<file path="src/rtl/wb_capture_seq_if.sv">
// wb_capture_seq_if: Wishbone bus bundle (classic cycles) between CPU master and wb_capture_seq
// Signals keep the Wishbone slave-side names: wb_adr_i/dat_i/sel_i/we_i/cyc_i/stb_i/cti_i/bte_i
// flow master->slave, wb_dat_o/ack_o/err_o flow slave->master.
interface wb_capture_seq_if #(parameter int WB_DW = 32);
  logic [4:0]       wb_adr_i;
  logic [WB_DW-1:0] wb_dat_i;
  logic [WB_DW/8-1:0] wb_sel_i;
  logic             wb_we_i;
  logic             wb_cyc_i;
  logic             wb_stb_i;
  logic [2:0]       wb_cti_i;
  logic [1:0]       wb_bte_i;
  logic [WB_DW-1:0] wb_dat_o;
  logic             wb_ack_o;
  logic             wb_err_o;
  modport master (
    output wb_adr_i, wb_dat_i, wb_sel_i, wb_we_i, wb_cyc_i, wb_stb_i, wb_cti_i, wb_bte_i,
    input  wb_dat_o, wb_ack_o, wb_err_o
  );
  modport slave (
    input  wb_adr_i, wb_dat_i, wb_sel_i, wb_we_i, wb_cyc_i, wb_stb_i, wb_cti_i, wb_bte_i,
    output wb_dat_o, wb_ack_o, wb_err_o
  );
endinterface

</file>
<file path="src/rtl/wb_capture_seq.sv">
// wb_capture_seq: Wishbone-configured frame capture sequencer (N frames, decimation, continuous, abort, irq)
// Ports: wb_clk_i/wb_rst_ni (async active-low), bus (wb_capture_seq_if.slave register port),
// frame_start (async v_sync level), capture_done (frame-complete pulse), enable (capture enable), irq_o (level irq).
// Registers: 0 CTRL, 1 NFRAMES, 2 DECIM, 3 STATUS (W1C), 4 FRAMES (RO), 5 TIMEOUT (only with CAPTURE_TIMEOUT_EN).
module wb_capture_seq #(
  parameter int WB_DW       = 32,
  parameter int CNT_W       = 16,
  parameter int SYNC_STAGES = 2
) (
  input  logic           wb_clk_i,
  input  logic           wb_rst_ni,
  wb_capture_seq_if.slave bus,
  input  logic           frame_start,
  input  logic           capture_done,
  output logic           enable,
  output logic           irq_o
);
  typedef enum logic [1:0] {IDLE, ARMED, CAPTURE, SKIP} state_t;
  state_t state;
  logic [SYNC_STAGES-1:0] sync;
  logic ack, cont, irq_en;
  logic [CNT_W-1:0] nframes, decim, frames, work_n, work_d, skip_cnt, frames_inc, n_eff;
  logic [2:0] status, idx;
  logic wr, arm, abort, fe, done_hit, unused_bits;
  logic [WB_DW-1:0] rd;
`ifdef CAPTURE_TIMEOUT_EN
  logic [31:0] timeout, tcnt;
`endif
  assign idx = bus.wb_adr_i[4:2];
  assign wr = ack & bus.wb_cyc_i & bus.wb_stb_i & bus.wb_we_i;
  assign arm = wr && idx == 3'd0 && bus.wb_dat_i[0];
  assign abort = wr && idx == 3'd0 && bus.wb_dat_i[1];
  // the last sync stage doubles as the delayed copy, so the edge is seen one stage early
  // and enable can rise on exactly the SYNC_STAGES-th edge after frame_start is sampled
  assign fe = sync[SYNC_STAGES-2] & ~sync[SYNC_STAGES-1];
  assign frames_inc = &frames ? frames : frames + CNT_W'(1);
  assign n_eff = work_n == '0 ? CNT_W'(1) : work_n;
  assign done_hit = ~cont && frames_inc >= n_eff;
  assign bus.wb_ack_o = ack;
  assign bus.wb_err_o = 1'b0;
  assign bus.wb_dat_o = rd;
  assign unused_bits = ^{bus.wb_sel_i, bus.wb_cti_i, bus.wb_bte_i, bus.wb_adr_i[1:0], bus.wb_dat_i};
  always_comb begin
    rd = '0;
    case (idx)
      3'd0: rd[3:0] = {irq_en, cont, enable, state == ARMED || state == SKIP};
      3'd1: rd[CNT_W-1:0] = nframes;
      3'd2: rd[CNT_W-1:0] = decim;
      3'd3: rd[2:0] = status;
      3'd4: rd[CNT_W-1:0] = frames;
`ifdef CAPTURE_TIMEOUT_EN
      3'd5: rd[31:0] = timeout;
`endif
      default: ;
    endcase
  end
  always_ff @(posedge wb_clk_i or negedge wb_rst_ni) begin
    if (!wb_rst_ni) begin
      state <= IDLE;
      sync <= '0;
      ack <= 1'b0;
      cont <= 1'b0;
      irq_en <= 1'b0;
      nframes <= '0;
      decim <= '0;
      frames <= '0;
      work_n <= '0;
      work_d <= '0;
      skip_cnt <= '0;
      status <= '0;
      enable <= 1'b0;
      irq_o <= 1'b0;
`ifdef CAPTURE_TIMEOUT_EN
      timeout <= '0;
      tcnt <= '0;
`endif
    end else begin
      sync <= {sync[SYNC_STAGES-2:0], frame_start};
      ack <= bus.wb_cyc_i & bus.wb_stb_i & ~ack;
      irq_o <= irq_en & |status;
      if (wr)
        case (idx)
          3'd0: {irq_en, cont} <= bus.wb_dat_i[3:2];
          3'd1: nframes <= bus.wb_dat_i[CNT_W-1:0];
          3'd2: decim <= bus.wb_dat_i[CNT_W-1:0];
          3'd3: status <= status & ~bus.wb_dat_i[2:0];
`ifdef CAPTURE_TIMEOUT_EN
          3'd5: timeout <= bus.wb_dat_i[31:0];
`endif
          default: ;
        endcase
      // status bit sets below come later in the block so a set beats a same-cycle W1C
      if (abort) begin
        state <= IDLE;
        enable <= 1'b0;
      end else
        case (state)
          IDLE:
            if (arm) begin
              work_n <= nframes;
              work_d <= decim;
              frames <= '0;
              state <= ARMED;
            end
          ARMED:
            if (fe) begin
              state <= CAPTURE;
              enable <= 1'b1;
`ifdef CAPTURE_TIMEOUT_EN
              tcnt <= 32'd1;
`endif
            end
          CAPTURE: begin
            if (fe) status[1] <= 1'b1;
            if (capture_done) begin
              frames <= frames_inc;
              enable <= 1'b0;
              if (done_hit) begin
                state <= IDLE;
                status[0] <= 1'b1;
              end else if (work_d == '0) state <= ARMED;
              else begin
                state <= SKIP;
                skip_cnt <= work_d;
              end
            end
`ifdef CAPTURE_TIMEOUT_EN
            else if (timeout != '0 && tcnt == timeout) begin
              state <= IDLE;
              enable <= 1'b0;
              status[2] <= 1'b1;
            end else tcnt <= tcnt + 32'd1;
`endif
          end
          SKIP:
            if (fe) begin
              if (skip_cnt == CNT_W'(1)) state <= ARMED;
              else skip_cnt <= skip_cnt - CNT_W'(1);
            end
          default: state <= IDLE;
        endcase
    end
  end
endmodule

</file>
<file path="src/flat_wrapper.sv">
// flat-port wrapper written by rule: the top's interface ports become plain ports
module wb_capture_seq_flat 
#(
  parameter int WB_DW       = 32,
  parameter int CNT_W       = 16,
  parameter int SYNC_STAGES = 2
)
  (wb_clk_i, wb_rst_ni, frame_start, capture_done, enable, irq_o, bus_wb_adr_i, bus_wb_dat_i, bus_wb_sel_i, bus_wb_we_i, bus_wb_cyc_i, bus_wb_stb_i, bus_wb_cti_i, bus_wb_bte_i, bus_wb_dat_o, bus_wb_ack_o, bus_wb_err_o);
  wb_capture_seq_if #(.WB_DW(WB_DW)) bus_i ();
  input  logic wb_clk_i;
  input  logic wb_rst_ni;
  input  logic frame_start;
  input  logic capture_done;
  output logic enable;
  output logic irq_o;
  input wire logic [$bits(bus_i.wb_adr_i)-1:0] bus_wb_adr_i;
  input wire logic [$bits(bus_i.wb_dat_i)-1:0] bus_wb_dat_i;
  input wire logic [$bits(bus_i.wb_sel_i)-1:0] bus_wb_sel_i;
  input wire logic [$bits(bus_i.wb_we_i)-1:0] bus_wb_we_i;
  input wire logic [$bits(bus_i.wb_cyc_i)-1:0] bus_wb_cyc_i;
  input wire logic [$bits(bus_i.wb_stb_i)-1:0] bus_wb_stb_i;
  input wire logic [$bits(bus_i.wb_cti_i)-1:0] bus_wb_cti_i;
  input wire logic [$bits(bus_i.wb_bte_i)-1:0] bus_wb_bte_i;
  output wire logic [$bits(bus_i.wb_dat_o)-1:0] bus_wb_dat_o;
  output wire logic [$bits(bus_i.wb_ack_o)-1:0] bus_wb_ack_o;
  output wire logic [$bits(bus_i.wb_err_o)-1:0] bus_wb_err_o;
  assign bus_i.wb_adr_i = bus_wb_adr_i;
  assign bus_i.wb_dat_i = bus_wb_dat_i;
  assign bus_i.wb_sel_i = bus_wb_sel_i;
  assign bus_i.wb_we_i = bus_wb_we_i;
  assign bus_i.wb_cyc_i = bus_wb_cyc_i;
  assign bus_i.wb_stb_i = bus_wb_stb_i;
  assign bus_i.wb_cti_i = bus_wb_cti_i;
  assign bus_i.wb_bte_i = bus_wb_bte_i;
  assign bus_wb_dat_o = bus_i.wb_dat_o;
  assign bus_wb_ack_o = bus_i.wb_ack_o;
  assign bus_wb_err_o = bus_i.wb_err_o;
  wb_capture_seq #(.WB_DW(WB_DW), .CNT_W(CNT_W), .SYNC_STAGES(SYNC_STAGES)) u_core (.wb_clk_i(wb_clk_i), .wb_rst_ni(wb_rst_ni), .bus(bus_i), .frame_start(frame_start), .capture_done(capture_done), .enable(enable), .irq_o(irq_o));
endmodule
</file>
<file path="config.mk">
export PLATFORM = sky130hd
export DESIGN_NAME = wb_capture_seq_flat
export DESIGN_NICKNAME = d
export VERILOG_FILES = /design/src/rtl/wb_capture_seq_if.sv /design/src/rtl/wb_capture_seq.sv /design/src/flat_wrapper.sv
export SDC_FILE = /design/constraint.sdc
export NUM_CORES = 1
export LEC_CHECK = 0
export CAP_MARGIN = 0
export CORE_MARGIN = 1
export CORE_UTILIZATION = 56
export CTS_CLUSTER_DIAMETER = 100
export DETAILED_ROUTE_END_ITERATION = 6
export MAX_ROUTING_LAYER = met4
export PLACE_DENSITY_LB_ADDON = 0.2
export SLEW_MARGIN = 20
export SYNTH_ARGS = -nofsm -noshare
export SYNTH_HDL_FRONTEND = slang
export SYNTH_SLANG_ARGS = --single-unit
</file>
<file path="constraint.sdc">
create_clock -name wb_clk_i -period 4.3 [get_ports wb_clk_i]
set_clock_uncertainty 0.15 [all_clocks]
set_input_delay 0.86 -clock wb_clk_i [delete_from_list [all_inputs] [get_ports wb_clk_i]]
set_output_delay 0.86 -clock wb_clk_i [all_outputs]
set_load 0.005 [all_outputs]
</file>
== After elaboration in Yosys (flattened, before gate mapping) ==
Cells that the tools add are included.
Operators by class
  magnitude comparators: 1
  muxes and demuxes: 34
  reduce and logical (&&, ||, !) cells: 23
  bitwise operators: 13
  equal/unequal tests: 19
  add/subtract/negate cells: 2
Operator list (count)
  $mux 16: 9
  $pmux 16 s2: 2
  $pmux 12 s3: 1
  $logic_not 16->1: 2
  $mux 2: 12
  $add 16x1->16 const B: 1
  $eq 16x1->1 const B: 1
  $ge 16x16->1: 1
  $reduce_and 16->1: 1
  $sub 16x1->16 const B: 1
  $pmux 3 s5: 1
  $ne 3x1->1 const B: 3
  $ne 2x2->1 const B: 4
  $pmux 2 s4: 1
  $reduce_and 2->1: 4
  $and 1x1->1: 7
  $reduce_and 7->1: 1
  $eq 3x2->1 const B: 2
  $mux 1: 6
  $ne 3x2->1 const B: 2
  $reduce_and 3->1: 2
  $reduce_and 5->1: 1
  $eq 2x2->1 const B: 2
  $logic_and 1x1->1: 4
  other kinds (16): 21
Storage, ports and cells
  bits of input ports: 53
  register bits after elaboration: 108
  output and inout port bits: 36

== Logic depth before layout (Yosys ltp) ==
Gate-level depths: netlist of run 1.
  depth after elaboration: 8
  depth in mapped cells: 15
  gate-level depth less buffers: 13

== Worst setup path before layout of run 1 ==
No wires, ideal clock.
  path kind: reg-to-reg
  start: reg u_core.frames[2]
  end: reg u_core.skip_cnt[5]
  library setup time: 0.125 ns
  required time: 4.025 ns
  arrival: 3.383 ns
  stages on the path, launching flop included: 16
  buffers on the path: 3
  path slack: 0.642 ns
  cells stage by stage: dfrtp_1 -> buf_2 -> and3_1 -> and3_1 -> nand3_1 -> clkbuf_1 -> nand3_1 -> xnor2_1 -> ha_1 -> a21oi_1 -> o21ai_1 -> a2111oi_4 -> a41oi_2 -> or2_1 -> buf_4 -> mux2_4
On the way
  cells in the longest elaborated chain, start to end: 6
  elaborated cells between the ends (all ways): 7
  those cells by class: 1 x add/sub; 1 x order compare; 1 x eq/ne; 1 x mux; 3 x reduce/logical
Ends and longest elaborated chain
  start: declaration: RTL line wb_capture_seq.sv:22  | logic [CNT_W-1:0] nframes, decim, frames, work_n, work_d, skip_cnt, frames_inc, n_eff;
  start signal: assignment: RTL line wb_capture_seq.sv:116  | frames <= frames_inc;
  $add 16x1->16 or $reduce_and 16->1 (tied branches): RTL line wb_capture_seq.sv:36  | assign frames_inc = &frames ? frames : frames + CNT_W'(1);
  $mux 16 (*): RTL line wb_capture_seq.sv:36
  $ge 16x16->1 (*): RTL line wb_capture_seq.sv:38  | assign done_hit = ~cont && frames_inc >= n_eff;
  $logic_and 1x1->1 (*): RTL line wb_capture_seq.sv:38
  $ne 2x2->1 (no source line) (*)
  $reduce_and 7->1 (no source line) (*)
  end signal: assignment: RTL line wb_capture_seq.sv:124  | skip_cnt <= work_d;
  end signal: assignment: RTL line wb_capture_seq.sv:138  | else skip_cnt <= skip_cnt - CNT_W'(1);
  end: declaration: RTL line wb_capture_seq.sv:22
Every way passes the cells marked *; elsewhere a longest branch is shown, timed or not.
A chain may end at the register's enable or synchronous reset.

== Final worst setup path of run 1 ==
  start: reg u_core.frames[2]
  end: reg u_core.skip_cnt[8]
Same word-level chain as after synthesis.

==> flow_summary.yaml, run 1 <==
die:
  die_y_um: 109
  die_area_mm2: 0.0119
  core_mm2: 0.0110
  standard_cell_row_count: 38
  pin_count: 89
  start_util: 0.583
  die_width_um: 109
sta:
  setup_violations: 0
  rsz0062_at_grt: "no"
  final_hold_viol_count: 0
  fin_crit_ns: 4.11
  worst_slew_margin_rel: 0.466
  min_period_over_period: 0.956
  final_max_slew_viol_count: 0
  timing.fmax_mhz: 243
  holdWs_ns: 0.223
  worst-slew-pin-transition_ns: 0.799
  totalNegativeSetupSlack_ns: 0
run_status:
  run_status: "complete, no violations"
worst_setup_path:
  crit_arrival_ns: 4.24
  type_of_the_setup_path_with_the_least_slack: "reg -> reg"
  timing.critical_path.mode_cell: "buf_4"
  worst_setup_path_start_kind: "flip-flop"
  critical_path_cell_with_the_highest_stage_delay: "dfrtp_1"
  slowest_delay_ns: 0.52
  worstSetupEndpointType: "flip-flop"
  list_of_cells_traversed_by_the_critical_path: "and3_1 -> and4_1 -> nand3_1 -> nor2_1 -> mux2_2 -> ha_1 -> nand4_1 -> nor3_1 -> buf_4 -> a2111oi_4 -> a41oi_2 -> or2_1 -> buf_4 -> o21ai_0"
  worstPathRequired_ns: 4.43
  maximum_net_fanout_on_the_critical_path: 8
clock_tree:
  post_cts_setup_buffer_count: 0
  clk_transition_reported_paths_ns: 0.08
  worst_skew_pair.late_latency_ns: 0.37
  number_of_buffers_inserted_during_clock_tree_synthesis: 9
  cts_num_sinks: 108
  cts-root-buf: "clkbuf_16"
  cts.htree.levels: 3
  holdBufCountCts: 0
  maximum_count_of_clock_buffers_along_a_single_path: 2
  tritoncts_clock_tree: "yes"
detailed_routing:
  drt-vias-per-instance: 6.17
  drt_pass1_iterations: 4
  totalWireLength_mm: 15.3
  drt_iter0_drc: 444
  detail_route_antenna_nets: 0
  routed_wire_length_per_instance_um: 18.7
  vias: 5025
  drc_errors: 0
synth:
  ffs_w_async_s_r_synth: 1.00
  syn-mean-instance-area_um2: 10.1
  yosysWarningCount: 0
  ys_types: 72
  yosys_register_bits: 108
  synth.area.top_cells: "dfrtp_1 (42%), mux2_2 (12%), ha_1 (4.5%)"
  synthDominantCellAreaShare: 0.422
  most_repeated_cell_in_the_gate_level_netlist_after_synthesis: "dfrtp_1"
  post_synth_instance_area_mm2: 0.00640
  number_of_instances_in_the_synthesized_netlist: 632
  synth_top_area_cell: "dfrtp_1"
  synth.top_cells.by_count: "dfrtp_1 (108), mux2_2 (67), nand2_1 (64), o21ai_0 (35), inv_1 (29)"
  primary_ff_master_synth: "dfrtp_1"
  post_synthesis_sequential_area_ratio: 0.422
  synth-edff-count: 0
layout:
  multi_input_area_mm2: 0.00335
  instances_no_fill: 815
  finalInstanceArea_mm2: 0.00727
  post_route_cells_drive_above_1_share: 0.190
  nets: 745
  synthToLayoutAreaGrowth_pct: 13.6
  ff_latch_area_mm2: 0.00270
  fillerInstances: 865
min_path:
  hold_path_class: "reg -> reg"
global_routing:
  grt_use_total: 0.289
  globalRoute.totalOverflow: 0
  grt_pass1_vias: 4937
  grt_first_pass_wirelength_mm: 25.1
  initial_antenna_violation_count: 1
  grt_start_max_net_pins: 58
pwr:
  ir_drop_v: 0.000334
  p_leak_nw: 3.29
  p_per_area_mw_per_mm2: 453
  post-layout-total-power_w: 0.00330
placed_design:
  finalWeightedCongestion: 0.865
  dp.final_hpwl_mm: 11.2
  place_inst: 798
  io_buffers: 44
  postPlaceCellArea_mm2: 0.00693
job:
  timing.max_cap.violations: 0
[worst max-delay path: cells and delay by family (launching register included)]
family / cells / cell delay (ns)
and+or+nand+nor: 7 / 1.52
DFF: 1 / 0.52
adders and majority gates: 1 / 0.31
AOI/OAI and AO/OA: 3 / 0.82
muxes: 1 / 0.36
buffers and inverters: 2 / 0.35
[layout by cell type, fill, tap and decap left out, drive strengths merged, types with 8 or more instances in the layout]
master / n
xnor2: 9
a211o: 10
a22oi: 12
buf: 19
nor3: 11
nor2: 28
clkdlybuf4s50: 43
and3: 10
o21ai: 38
conb: 17
nand3: 13
clkbuf: 9
o31ai: 14
nand4: 12
a21boi: 10
ha: 23
nor4: 13
dfrtp: 108
nand2: 65
mux2: 69
a211oi: 8
inv: 32
a21oi: 26
or3: 8
[worst paths after layout]
| kind | from | to | slack [ns] | cells past startpoint |
|---|---|---|---|---|
| max | u_core.frames[2]$_DFFE_PN0P_ | u_core.skip_cnt[8]$_DFFE_PN0P_ | 0.19 | 14 |
| min | u_core.sync[0]$_DFF_PN0_ | u_core.sync[1]$_DFF_PN0_ | 0.22 | 0 |
| max reg2reg | u_core.frames[2]$_DFFE_PN0P_ | u_core.skip_cnt[8]$_DFFE_PN0P_ | 0.19 | 14 |
| min reg2reg | u_core.sync[0]$_DFF_PN0_ | u_core.sync[1]$_DFF_PN0_ | 0.22 | 0 |
| max in group asynchronous | wb_rst_ni | u_core.frames[8]$_DFFE_PN0P_ | 2.87 | 2 |
| min in group asynchronous | wb_rst_ni | u_core.skip_cnt[14]$_DFFE_PN0P_ | 0.38 | 1 |
[repair_timing]
action                     CTS  global route
hold endpoints to repair     0             0
gates resized for setup      0             2
setup endpoints to repair    0             7
[registers in the layout (all words and copies together), names as in the netlist, 2 cells and up]
signal           cells
u_core.state         2
u_core.nframes      16
u_core.frames       16
u_core.decim        16
u_core.skip_cnt     16
u_core.status        3
u_core.work_n       16
u_core.work_d       16
u_core.sync          2
[final cells by class]
type / count / share of cell area
diodes: 1 / 0.000344
inverters: 29 / 0.0150
multi-input cells: 459 / 0.460
clock buffers: 9 / 0.0310
clock inverters: 7 / 0.0155
flip-flops and latches: 108 / 0.372
repair buffers: 62 / 0.0822
well taps: 140 / 0.0241
[per-stage QoR]
stage	worst slack (ns)	util
2_1_floorplan	0.642	-
3_3_place_gp	0.237	0.631
3_5_place_dp	0.176	0.631
4_1_cts	0.142	0.662
5_1_grt	0.00105	0.662
6_report	0.190	0.662
[cells by family (layout without fill, tap and decap cells)]
kind of cell,count (synthesis),in the layout,share of synthesized area
compound gates,146,146,0.160
fa+ha+maj,23,23,0.0449
simple gates,187,187,0.156
flops,108,108,0.422
mux,75,75,0.136
buf+inv,81,107,0.0654
xor+xnor,11,11,0.0150
other cells,1,18,0.000585
[power breakdown]
group	switching, W	internal (W)	leakage [nW]
clock network	0.000435	0.000479	0.164
registers	0.000150	0.00113	1.47
logic	0.000636	0.000467	1.65
total	0.00122	0.00208	3.29
[layer usage]
metal / GRT usage / up-vias / wire length, µm
met2: 0.448 / 178 / 7240
met4: 0.0849 / 0 / 218
met5: - / - / 0
met3: 0.0711 / 25 / 849
li1: - / 2341 / -
met1: 0.376 / 2481 / 6950
Note: power is estimated with default switching activity, not from simulation.
==> run 2: changes to the inputs <==
CAP_MARGIN = 20   (was 0)
SKIP_LAST_GASP = 1   (was default)
==> results of run 2 <==
Final layout, timing and power as in run 1 (identical DEF).
